<file path="src/rtl/onchip_rom_stream_reader.sv">
// Avalon-MM read master that streams a contiguous block of on-chip memory words
// out as a single Avalon-ST packet, with a small FIFO absorbing sink backpressure.
module onchip_rom_stream_reader #(
  parameter int ADDR_W     = 14,
  parameter int DATA_W     = 32,
  parameter int MEM_WORDS  = 10240,
  parameter int FIFO_DEPTH = 4
) (
  input  logic              clk,
  input  logic              reset,
  input  logic              start,
  input  logic [ADDR_W-1:0] start_addr,
  input  logic [ADDR_W:0]   word_count,
  output logic              busy,
  output logic              done,
  output logic              error,
  output logic [ADDR_W-1:0] avm_address,
  output logic              avm_chipselect,
  output logic              avm_write,
  output logic [3:0]        avm_byteenable,
  output logic              avm_clken,
  input  logic [DATA_W-1:0] avm_readdata,
  output logic [DATA_W-1:0] st_data,
  output logic              st_valid,
  input  logic              st_ready,
  output logic              st_sop,
  output logic              st_eop
);

  localparam int WC_W  = ADDR_W + 1;
  localparam int EXT_W = ADDR_W + 2;
  localparam int PTR_W = $clog2(FIFO_DEPTH);
  localparam int CNT_W = $clog2(FIFO_DEPTH + 1);
  localparam int OCC_W = CNT_W + 1;
  localparam logic [EXT_W-1:0] MEM_LIMIT = EXT_W'(MEM_WORDS);

  typedef enum logic [1:0] {IDLE, READ, DRAIN, FINISH} state_t;

  state_t            state;
  state_t            state_next;
  logic [ADDR_W-1:0] ptr;
  logic [WC_W-1:0]   issue_rem;
  logic [WC_W-1:0]   out_rem;
  logic              sop_pend;
  logic              vld_p1;
  logic [DATA_W-1:0] fifo_mem [FIFO_DEPTH];
  logic [PTR_W-1:0]  wr_ptr;
  logic [PTR_W-1:0]  rd_ptr;
  logic [CNT_W-1:0]  fifo_count;
  logic              accept;
  logic              reject;
  logic              issue;
  logic              pop;
  logic [OCC_W-1:0]  occ;
  logic [OCC_W-1:0]  cap;

  function automatic logic range_ok(input logic [ADDR_W-1:0] addr,
                                    input logic [WC_W-1:0]   cnt);
    logic [EXT_W-1:0] end_addr;
    end_addr = {2'b00, addr} + {1'b0, cnt};
    return (cnt != '0) && (end_addr <= MEM_LIMIT);
  endfunction

  assign avm_write      = 1'b0;
  assign avm_byteenable = 4'hF;
  assign avm_clken      = 1'b1;

  assign busy     = (state != IDLE);
  assign done     = (state == FINISH);
  assign st_valid = (fifo_count != '0);
  assign st_data  = st_valid ? fifo_mem[rd_ptr] : '0;
  assign st_sop   = st_valid & sop_pend;
  assign st_eop   = st_valid & (out_rem == WC_W'(1));
  assign pop      = st_valid & st_ready;

  // A request issued now lands in the FIFO two edges later; a pop this cycle frees a slot in time.
  assign occ = {1'b0, fifo_count} + OCC_W'(avm_chipselect) + OCC_W'(vld_p1);
  assign cap = OCC_W'(FIFO_DEPTH) + OCC_W'(pop);

  always_comb begin
    state_next = state;
    accept     = 1'b0;
    reject     = 1'b0;
    issue      = 1'b0;
    case (state)
      IDLE: begin
        if (start) begin
          if (range_ok(start_addr, word_count)) begin
            accept     = 1'b1;
            state_next = READ;
          end else begin
            reject = 1'b1;
          end
        end
      end
      READ: begin
        if (issue_rem == '0) begin
          state_next = DRAIN;
        end else if (occ < cap) begin
          issue = 1'b1;
          if (issue_rem == WC_W'(1)) state_next = DRAIN;
        end
      end
      DRAIN: begin
        if (pop && st_eop) state_next = FINISH;
      end
      FINISH: state_next = IDLE;
      default: state_next = IDLE;
    endcase
  end

  always_ff @(posedge clk or posedge reset) begin
    if (reset) state <= IDLE;
    else       state <= state_next;
  end

  // p0: read request issue; the accepting cycle issues the first word itself
  always_ff @(posedge clk or posedge reset) begin
    if (reset) begin
      error          <= 1'b0;
      avm_chipselect <= 1'b0;
      avm_address    <= '0;
      ptr            <= '0;
      issue_rem      <= '0;
    end else begin
      error          <= reject;
      avm_chipselect <= accept | issue;
      if (accept) begin
        avm_address <= start_addr;
        ptr         <= start_addr + ADDR_W'(1);
        issue_rem   <= word_count - WC_W'(1);
      end else if (issue) begin
        avm_address <= ptr;
        ptr         <= ptr + ADDR_W'(1);
        issue_rem   <= issue_rem - WC_W'(1);
      end
    end
  end

  // p1: readdata valid one cycle after chipselect, written straight into the FIFO
  always_ff @(posedge clk or posedge reset) begin
    if (reset) begin
      vld_p1     <= 1'b0;
      wr_ptr     <= '0;
      rd_ptr     <= '0;
      fifo_count <= '0;
    end else begin
      vld_p1 <= avm_chipselect;
      if (vld_p1) wr_ptr <= wr_ptr + PTR_W'(1);
      if (pop)    rd_ptr <= rd_ptr + PTR_W'(1);
      case ({vld_p1, pop})
        2'b10:   fifo_count <= fifo_count + CNT_W'(1);
        2'b01:   fifo_count <= fifo_count - CNT_W'(1);
        default: fifo_count <= fifo_count;
      endcase
    end
  end

  always_ff @(posedge clk) begin
    if (vld_p1) fifo_mem[wr_ptr] <= avm_readdata;
  end

  // p2: packet framing counts handshaken beats at the FIFO head
  always_ff @(posedge clk or posedge reset) begin
    if (reset) begin
      out_rem  <= '0;
      sop_pend <= 1'b0;
    end else if (accept) begin
      out_rem  <= word_count;
      sop_pend <= 1'b1;
    end else if (pop) begin
      out_rem  <= out_rem - WC_W'(1);
      sop_pend <= 1'b0;
    end
  end

endmodule

</file>
<file path="config.mk">
export PLATFORM = sky130hd
export DESIGN_NAME = onchip_rom_stream_reader
export DESIGN_NICKNAME = d
export VERILOG_FILES = /design/src/rtl/onchip_rom_stream_reader.sv
export SDC_FILE = /design/constraint.sdc
export NUM_CORES = 1
export LEC_CHECK = 0
export ABC_AREA = 1
export BUFFER_PORTS_ARGS = -buffer_cell sky130_fd_sc_hd__buf_2
export CORE_MARGIN = 4
export CORE_UTILIZATION = 35
export DETAILED_ROUTE_END_ITERATION = 10
export SLEW_MARGIN = 20
export SYNTH_ARGS = -nofsm -noshare
export SYNTH_HDL_FRONTEND = slang
export SYNTH_SLANG_ARGS = --single-unit
</file>
<file path="constraint.sdc">
create_clock -name clk -period 6.8 [get_ports clk]
set_input_delay 1.02 -clock clk [delete_from_list [all_inputs] [get_ports clk]]
set_output_delay 1.02 -clock clk [all_outputs]
set_load 0.02 [all_outputs]
</file>
==> reports/qor.csv, run 1 <==
metric,value,unit
cts_num_sinks,199,
synth-warning-count,0,
slew_headroom,37.8,%
cts-resized-gates,0,
grt_max_degree,72,
io_buffers,117,
cts.htree.levels,4,
antenna_found_initial,0,
core_area,29600,µm²
die_y,181,µm
ys_ff_latch,199,
post_dp_cell_area,11400,µm²
fmax,0.249,GHz
fillers,3049,
seq_area_frac_synth,53.5,%
fin_crit_sh,59.1,%
clk_pin_slew,0.08,ns
drcViolationCount,0,
rsz0062_at_grt,false,
nNetsFinal,1359,
stdcell_area,12000,µm²
holdWs,0.484,ns
critPathBufInv,2,
synthArstFlopShare,35.7,%
wirelength,25800,µm
min_period,4.02,ns
fin_worst_skew,0.0164,ns
cp.required,7.11,ns
ys_types,49,
instances_no_fill,1665,
cp_max_fo,58,
ant_nets,0,
post_cts_buffers,0,
cts_tree,done,
rows,63,
vias,8196,
cts_hold_buf,0,
drt-initial-drc-count,560,
dp.cells,1632,
hold_violations,0,
setup_viol_count_final,0,
multiInputGateArea,4250,µm²
avgSynthCellArea,9.04,µm²
numCtsBuffers,17,
synth_area,10500,µm²
critPathTopFamily,simple AND/OR/NAND/NOR gates,
hp-start,avm_address[7]$_DFFE_PP0P_,
grt_usage,15.7,%
worstPathArrival,4.33,ns
maxSlewViolCount,0,
via_per_inst,4.92,
clock_path_buffers,2,
tns,0,ns
dr.pass1.iters,4,
synth_cells,1163,
tightest_slew,0.933,ns
total_power,4.85,mW
hp-class,register to register,
num_io_pins,124,
grt_pass1_vias,8116,
grt-ovfl-total,0,
powerDensity,403,nW/µm²
cp-end-kind,register,
cp-startpoint,start_addr[0],
dp_hpwl,17300,µm
worstPathCellList,buf_2 > ha_1 > fa_1 > nand3_1 > nand2_1 > nand3_1 > nand4_1 > nand2_1 > a21oi_1 > nor2_2 > nand2_4 > nand3_4 > buf_4 > nand2_1 > nand2_2 > ha_1 > nand2_2 > nor2_4 > nand2_1 > o21bai_2 > nand3_1,
max-vdd-ir-drop,147,µV
leakage,5.20,nW
synth_ff_type,edfxtp_1,
drt-wirelength-per-cell,15.5,µm
maxCapViolations,0,
cp-start-kind,input port,
critPathSlowestCell,buf_4,
seq_area,5620,µm²
clk_latency,0.44,ns
cts_root_buf,clkbuf_16,
grt_pass1_wl,42000,µm
criticalPathCategory,input port to register,
slowest_delay,0.51,ns
critPathMostFrequentCell,nand2_1,
reg2reg_from,vld_p1$_DFF_PP0_,
place.gp.congestion,0.914,
die_area,32900,µm²
status,completed,
syn_to_final_growth,14.4,%
dieWidth,181,µm
drive_above_1_share,16.7,%
synth-edff-count,128,
start_util,35.5,%
where the power goes:
part	total (mW)	leakage, nW	switching, mW	internal, mW
combinational	2.08	2.83	1.42	0.667
sequential	1.71	2.07	0.156	1.56
clock	1.05	0.304	0.539	0.514
layout by cell type (no fill, tap or decap), types with 5 or more instances in the layout:
cell,netlist,layout
a21oi_1,54,54
conb_1,2,6
dfrtp_1,71,70
buf_2,6,117
xnor2_1,10,10
inv_1,96,91
nand4_1,30,30
nor3_1,9,9
nand3_1,54,54
buf_4,10,7
ha_1,30,30
o21ai_1,5,5
inv_2,8,13
nand2_2,16,16
nor2_1,204,204
xor2_1,21,21
o221ai_1,11,11
nand3b_1,5,5
nor2_4,6,6
edfxtp_1,128,128
clkbuf_16,0,17
o21ai_0,93,93
nand2_1,212,212
final timing paths:
check	end	slack, ns	depth (start not counted)
max	ptr[10]$_DFFE_PP0P_	2.78	21
min	avm_address[7]$_DFFE_PP0P_	0.48	2
max reg2reg	ptr[6]$_DFFE_PP0P_	3.43	13
min reg2reg	avm_address[7]$_DFFE_PP0P_	0.48	2
max in group asynchronous	rd_ptr[0]$_DFFE_PP0P_	5.26	3
min in group asynchronous	avm_address[5]$_DFFE_PP0P_	0.88	3
worst reg2reg max path, delay by kind of cell, from the launching register on:
kind / cells / cell delay, ns
and+or+nand+nor: 5 / 0.98
adders and majority gates: 2 / 0.75
buffers and inverters: 3 / 0.60
AOI/OAI and AO/OA: 3 / 0.50
DFF: 1 / 0.49
kinds of logic after synthesis:
| group | synth area share (%) |
|---|---|
| compound gates | 9.65 |
| xor+xnor | 2.58 |
| fa+ha+maj | 4.14 |
| buf+inv | 6.33 |
| flops | 53.5 |
| mux | 0.107 |
| other cells | 0.0715 |
| simple gates | 23.6 |
flip-flops by register name (all words and copies together) (netlist names):
signal and flops:
sop_pend 1, issue_rem 15, rd_ptr 2, error 1, ptr 14, wr_ptr 2, fifo_count 3, avm_chipselect 1
avm_address 14, out_rem 15, vld_p1 1, fifo_mem 128, state 2
layer usage:
layer  vias up  GRT usage [%]  routed length, µm
li1       4091              -                  -
met1      3890           21.1              11800
met2       194           26.6              12400
met3        21           2.78               1250
met4         0           3.42                284
met5         -              0                  0
cell type report:
class                           instances  area share [%]
Antenna cell                            1          0.0208
Sequential cell                       199            46.8
Clock inverter                         15            1.68
Multi-Input combinational cell        813            35.3
Tap cell                              390            4.06
Inverter                              106            3.31
Timing Repair Buffer                  124            5.31
Clock buffer                           17            3.54
cell usage after synthesis (21+ instances only):
cell type | n | area share (%)
edfxtp_1 | 128 | 37
nand2_1 | 212 | 7.6
xor2_1 | 21 | 1.8
nand3_1 | 54 | 2.6
nor2_1 | 204 | 7.3
inv_1 | 96 | 3.4
clkbuf_1 | 26 | 0.93
a21oi_1 | 54 | 2.6
nand4_1 | 30 | 1.8
o21ai_0 | 93 | 4.4
ha_1 | 30 | 3.6
dfrtp_1 | 71 | 17
metrics by stage:
step | util, % | setup slack, ns
after floorplan | - | 3.12
after CTS | 40.5 | 2.81
after detailed placement | 38.4 | 2.36
final | 40.6 | 2.78
after global placement | 38.4 | 2.47
after global routing | 40.5 | 2.49
No activity file was read; power rests on OpenSTA's default activity.
==> inputs of run 2 (changes only) <==
--- a/config.mk
+++ b/config.mk
@@ -5,7 +5,7 @@
 export SDC_FILE = /design/constraint.sdc
 export NUM_CORES = 1
 export LEC_CHECK = 0
-export ABC_AREA = 1
+export ABC_AREA = 0
 export BUFFER_PORTS_ARGS = -buffer_cell sky130_fd_sc_hd__buf_2
 export CORE_MARGIN = 4
 export CORE_UTILIZATION = 35
==> constraint.sdc (replaced) <==
create_clock -name clk -period 4.14 [get_ports clk]
set_input_delay 0.621 -clock clk [delete_from_list [all_inputs] [get_ports clk]]
set_output_delay 0.621 -clock clk [all_outputs]
set_load 0.02 [all_outputs]
==> run 2 against run 1 <==
  * Die area is 5.0% lower
  * Clock skew is 0.0021 ns lower
  * Synthesized area is 5.2% lower
  * Non-clock buffer count is 55 higher
  * Total power is 58% higher
  * Routed wire length is 14% lower
  * Worst setup slack worse by 2.6 ns
  * Sequential power is 79% higher
  * Critical endpoint is now ptr[12]$_DFFE_PP0P_
  * Largest cell class unchanged
==> reports/qor.csv, run 2 <==
metric,value,unit,change
yosysTopAreaCell,edfxtp_1,,
synth_area_leaders,"edfxtp_1, dfrtp_1, mux4_2",,
synth-edff-count,128,,unchanged
setup_viol_count_final,0,,unchanged
maxSlewViolCount,0,,unchanged
grt_util_met1,19.5,%,-1.6 points
dp.cells,1274,,-22%
dp_hpwl,15500,µm,-10%
seq_area_frac_synth,56.4,%,+2.9 points
cts.htree.levels,4,,unchanged
r2r-end,state[1]$_DFFE_PP0P_,,
final_util,42.8,%,+2.3 points
drt-initial-drc-count,310,,-45%
synth_cells,750,,-36%
cts_tree,done,,
cp-startpoint,start_addr[0],,
wirelength,22200,µm,-14%
top_regs,"fifo_mem: 128 flops, issue_rem: 15 flops, out_rem: 15 flops",,
grt_use_met2,24.3,%,-2.3 points
synth_ff_type,edfxtp_1,,
grt_max_degree,57,,-21%
diodes,0,,-1
slew_headroom,28.8,%,-9.0 points
start_util,35.7,%,+0.21 points
synth_top_family_by_area,multiplexers,,
layout_commonest_cell,edfxtp_1,,
ant_nets,0,,unchanged
critPathBufInv,1,,-1
drcViolationCount,0,,unchanged
nNetsFinal,1016,,-25%
cts_num_sinks,199,,unchanged
maxCapViolations,0,,unchanged
hold_violations,0,,unchanged
endpoint,ptr[12]$_DFFE_PP0P_,,
slowest_delay,0.45,ns,-0.06 ns
r2r_cells,8,,-5
critPathSlowestCell,a2111o_1,,
place.gp.congestion,0.838,,-8.4%
core_area,27900,µm²,-5.7%
fillers,2624,,-14%
powerDensity,640,nW/µm²,+59%
avgSynthCellArea,13.3,µm²,+47%
clock_path_buffers,2,,unchanged
rows,61,,-3.2%
die_y,177,µm,-2.5%
cp-start-kind,input port,,
fin_worst_skew,0.0144,ns,-0.00207 ns
cp-end-kind,register,,
dr.pass1.iters,4,,unchanged
cp.required,4.42,ns,-2.69 ns
met3_usage,3.03,%,+0.26 points
synth_xor_area_share,6.42,%,+3.8 points
setup_ws,0.228,ns,-2.55 ns
reg2reg_from,issue_rem[5]$_DFFE_PP0P_,,
worstPathArrival,4.19,ns,-0.14 ns
antenna_found_initial,0,,unchanged
post_dp_cell_area,11300,µm²,-0.47%
post-place-ws,-0.227,ns,-2.59 ns
synthArstFlopShare,35.7,%,unchanged
reg2reg_slack,0.84,ns,-2.59 ns
die_area,31200,µm²,-5.0%
via_per_inst,4.87,,-1.0%
layout_common_cells,"edfxtp_1, buf_2, nand2_1",,
grt_usage,14.6,%,-1.1 points
fin_crit_sh,94.5,%,
synthAdderAreaFrac,4.37,%,+0.23 points
path_depth,17,,-19%
leakage,4.93,nW,-5.2%
worstPathCellList,buf_2 > ha_1 > fa_2 > a21oi_2 > o21ai_0 > a2111o_1 > a221oi_2 > nor4bb_2 > a211o_1 > nand4_1 > mux2_2 > ha_2 > and2_1 > nand4_1 > nor3_2 > xnor2_1 > mux2i_1,,
fmax,0.256,GHz,
ys_ff_latch,199,,unchanged
grt_pass1_wl,35800,µm,-15%
largest_reg_flops,128,,unchanged
drt-wirelength-per-cell,17.0,µm,+9.7%
criticalPathCategory,input port to register,,
status,completed,,
grt-ovfl-total,0,,unchanged
cts_root_buf,clkbuf_16,,
drive_above_1_share,27.8,%,+11 points
clk_pin_slew,0.08,ns,about the same
syn_to_final_growth,20.1,%,
cts_hold_buf,0,,unchanged
synth-warning-count,0,,unchanged
cp_max_fo,4,,-93%
grt.busiest_layer,met2,,
synth-compound-area-share,4.42,%,-5.2 points
muxShareOfSynthArea,13.7,%,+14 points
io_buffers,117,,unchanged
yosys.area.top_type_share,38.6,%,+2.0 points
max-vdd-ir-drop,301,µV,+100%
hp-class,input port to async pin,,
critPathTopFamily,compound AO/OA/AOI/OAI gates,,
critPathMostFrequentCell,nand4_1,,
num_io_pins,124,,unchanged
synth-simple-area-share,12.2,%,-11 points
numCtsBuffers,17,,unchanged
holdWs,0.316,ns,-0.168 ns
tightest_slew,1.06,ns,+0.126 ns
instances_no_fill,1309,,-21%
grt_pass1_vias,6480,,-20%
min_period,3.91,ns,
synthTopCellsByCount,"edfxtp_1, dfrtp_1, nand2_1",,
vias,6379,,-22%
ys_types,59,,+20%
top_register,fifo_mem,,
yosysMostFrequentCell,edfxtp_1,,
stdcell_area,12000,µm²,-0.47%
dieWidth,177,µm,-2.5%
synth_area,9960,µm²,-5.2%
clk_latency,0.44,ns,about the same
[run 2: repair_timing]
| item | in CTS | in global routing |
|---|---|---|
| setup endpoints to repair | 0 | 2 |
| setup buffers | 0 | 3 |
| gates resized for setup | 0 | 2 |
[run 2: per-stage QoR]
step                      TNS, ns  total power, mW
after floorplan                 0             5.14
after detailed placement   -0.702             6.10
final                           0             7.66
after global routing      -0.0314             8.19
after CTS                       0             7.77
after global placement     -0.210             6.07
[run 2: final cells by class]
class	instances	area, µm²	area share, %
clock buffer	18	429	3.59
clock inverter	14	163	1.36
inverter	22	82.6	0.690
multi-input combinational	499	4140	34.6
sequential	199	5620	47.0
tap	378	473	3.95
timing repair buffer	179	1050	8.78
[run 2: power by group]
part | leakage, nW | total [mW] | switching [mW] | internal (mW)
logic | 2.61 | 2.96 | 1.60 | 1.36
clock network | 0.290 | 1.64 | 0.822 | 0.821
registers | 2.03 | 3.06 | 0.413 | 2.64
[run 2: worst min-delay path by stage]
stage                     slack, ns  cells after the start                startpoint                    to
final                          0.32                      2                     reset    ptr[2]$_DFFE_PP0P_
after detailed placement       0.43                      0  avm_chipselect$_DFF_PP0_      vld_p1$_DFF_PP0_
after global routing           0.38                      2                     reset    ptr[2]$_DFFE_PP0P_
after global placement         0.43                      0  avm_chipselect$_DFF_PP0_      vld_p1$_DFF_PP0_
after CTS                      0.34                      2                     reset    ptr[2]$_DFFE_PP0P_
after floorplan                0.44                      2      sop_pend$_DFFE_PP0P_  sop_pend$_DFFE_PP0P_
[run 2: logic make-up (layout without fill, tap and decap cells)]
group,Yosys count,in the layout
and+or+nand+nor,234,234
xor gates and xnor gates,73,73
AOI/OAI and AO/OA,60,60
adders and majority gates,33,33
buffers and inverters,56,233
DFF,199,199
muxes,93,93
other,2,6
[run 2: routing by layer]
metal | vias to the layer above | wire [µm]
met3 | 23 | 1150
met4 | 0 | 332
met5 | - | 0
met1 | 3095 | 10100
met2 | 170 | 10600
li1 | 3091 | -
[run 2: worst reg2reg max path: cells and delay by family, from the launching register on]
family          cells  cell delay (ns)
compound gates      4             0.92
flops               1             0.40
mux                 1             0.32
simple gates        3             1.55
==> inputs of run 3 (changes only) <==
--- a/config.mk
+++ b/config.mk
@@ -6,10 +6,10 @@
 export NUM_CORES = 1
 export LEC_CHECK = 0
 export ABC_AREA = 0
-export BUFFER_PORTS_ARGS = -buffer_cell sky130_fd_sc_hd__buf_2
 export CORE_MARGIN = 4
 export CORE_UTILIZATION = 35
 export DETAILED_ROUTE_END_ITERATION = 10
+export DONT_BUFFER_PORTS = 1
 export SLEW_MARGIN = 20
 export SYNTH_ARGS = -nofsm -noshare
 export SYNTH_HDL_FRONTEND = slang
==> run 3 against run 2 <==
  * Flip-flop and latch count unchanged
  * Non-clock buffer count down 147
  * Critical endpoint unchanged
  * Largest power group unchanged
  * Fmax up 2.8%
  * Total power down 2.9%
==> reports/qor.csv, run 3 (synthesized netlist as in run 2, its figures left out) <==
metric,value,unit,change
status,completed,,
fin_crit_sh,92.0,%,-2.5 points
cts_root_buf,clkbuf_16,,
io_buffers,0,,-100%
drt-wirelength-per-cell,18.9,µm,+11%
drive_above_1_share,14.4,%,-13 points
clock_path_buffers,2,,unchanged
grt-ovfl-total,0,,unchanged
dr.pass1.iters,4,,unchanged
cts_num_sinks,199,,unchanged
largest_reg_flops,128,,unchanged
cts_tree,done,,
top_register,fifo_mem,,
setup_ws,0.333,ns,+0.105 ns
die_y,177,µm,unchanged
cts.htree.levels,4,,unchanged
p_int,4.60,mW,-4.5%
layout_commonest_cell,edfxtp_1,,
via_per_inst,5.04,,+3.4%
instances_no_fill,1162,,-11%
powerDensity,664,nW/µm²,+3.7%
cp.required,4.45,ns,+0.03 ns
place.gp.congestion,0.793,,-5.3%
leakage,4.32,nW,-12%
maxCapViolations,0,,unchanged
grt_util_met1,17.9,%,-1.6 points
hp-class,input port to async pin,,
numCtsBuffers,17,,unchanged
start_util,35.7,%,unchanged
fmax,0.263,GHz,+2.8%
num_io_pins,124,,unchanged
critPathMostFrequentCell,nand4_1,,
reg2reg_slack,0.83,ns,about the same
worstPathArrival,4.11,ns,-0.08 ns
dp.cells,1129,,-11%
p_seq_share,43.0,%,+3.1 points
rsz0062_at_grt,false,,
top_regs,"fifo_mem: 128 flops, issue_rem: 15 flops, out_rem: 15 flops",,
tightest_slew,0.859,ns,-0.200 ns
layout_common_cells,"edfxtp_1, nand2_1, dfrtp_1",,
slowest_delay,0.44,ns,about the same
grt_use_met2,24.2,%,-0.11 points
grt_pass1_wl,34800,µm,-2.6%
wirelength,21900,µm,-1.2%
clk_latency,0.45,ns,about the same
core_area,27900,µm²,unchanged
p_sw,2.83,mW,-0.10%
setup_viol_count_final,0,,unchanged
cp-end-kind,register,,
drt-initial-drc-count,401,,+29%
fin_worst_skew,0.0301,ns,+0.0158 ns
swShare,38.1,%,+1.1 points
post-place-ws,-0.181,ns,+0.0460 ns
dp_hpwl,15500,µm,-0.18%
grt.busiest_layer,met2,,
grt_usage,14.3,%,-0.24 points
ant_nets,0,,unchanged
nNetsFinal,869,,-14%
grt_pass1_vias,6028,,-7.0%
vias,5853,,-8.2%
max-vdd-ir-drop,272,µV,-9.8%
criticalPathCategory,input port to register,,
post_dp_cell_area,10500,µm²,-7.0%
worstPathCellList,ha_1 > fa_2 > a21oi_2 > o21ai_0 > a2111o_1 > a221oi_1 > nor4bb_2 > a211o_1 > nand4_1 > mux2_2 > ha_2 > and2_1 > nand4_1 > nor3_2 > xnor2_1 > mux2i_1,,
slew_headroom,42.8,%,+14 points
syn_to_final_growth,12.5,%,
met3_usage,4.81,%,+1.8 points
stdcell_area,11200,µm²,-6.3%
grt_max_degree,48,,-16%
hold_violations,0,,unchanged
maxSlewViolCount,0,,unchanged
cp-start-kind,input port,,
rows,61,,unchanged
holdWs,0.205,ns,-0.110 ns
pwr-share-comb,33.3,%,-5.3 points
min_period,3.81,ns,-0.105 ns
clk_pin_slew,0.08,ns,about the same
diodes,0,,unchanged
die_area,31200,µm²,unchanged
critPathSlowestCell,a2111o_1,,
dieWidth,177,µm,unchanged
cts_hold_buf,0,,unchanged
drcViolationCount,0,,unchanged
antenna_found_initial,0,,unchanged
p_clk_share,23.7,%,+2.2 points
cp_max_fo,6,,+2
run 3: cell count changes in the layout (fill, tap and decap cells not counted), sizes merged:
cell    change
buf       -147
clkbuf      -1
clkinv      +4
inv         -3
run 3: layout make-up:
class	instances	area, µm²
well taps	378	473
clock buffers	17	425
flip-flops and latches	199	5620
multi-input cells	499	4140
inverters	22	83.8
fillers	2643	16700
repair buffers	32	240
clock inverters	15	216
run 3: routing by layer:
metal	routed length, µm	part of all wire (%)
met5	0	0
met4	228	1.0
met3	1710	7.8
met2	10700	49
met1	9280	42
run 3: power groups by stage:
stage	logic [mW]	clock network (mW)	registers, mW
floorplan	2.11	0	3.03
global placement	2.49	0	3.24
detailed placement	2.52	0	3.25
CTS	2.53	1.82	3.21
global route	2.74	1.91	3.29
finish	2.48	1.76	3.20
run 3: worst paths after layout:
check | startpoint | end | depth (start not counted)
setup / recovery | start_addr[0] | ptr[12]$_DFFE_PP0P_ | 16
min in group clk | avm_readdata[14] | fifo_mem[3][14]$_DFFE_PP_ | 0
hold / removal | reset | avm_chipselect$_DFF_PP0_ | 1
setup reg to reg | issue_rem[5]$_DFFE_PP0P_ | state[1]$_DFFE_PP0P_ | 8
hold reg to reg | sop_pend$_DFFE_PP0P_ | sop_pend$_DFFE_PP0P_ | 2
max in group asynchronous | reset | ptr[12]$_DFFE_PP0P_ | 2
run 3: through the flow:
stage	setup TNS [ns]	power, mW	util (%)
final	0	7.44	40.1
after global routing	0	7.94	40.1
after CTS	0	7.56	40.1
after detailed placement	-0.301	5.77	37.8
after global placement	-0.0461	5.73	37.8
after floorplan	0	5.14	-
run 3: repair_timing:
action | in CTS | in global routing
setup buffers | 0 | 1
gates resized for setup | 0 | 1
endpoints found under the setup margin | 0 | 1
endpoints found under the hold margin | 0 | 0
run 3: worst max-delay path, delay by kind of cell:
family                   cells  cell delay (ns)
multiplexers                 2             0.38
adder cells (fa/ha/maj)      3             0.75
XOR/XNOR                     1             0.14
AO/OA/AOI/OAI                5             1.18
AND/OR/NAND/NOR              5             1.03
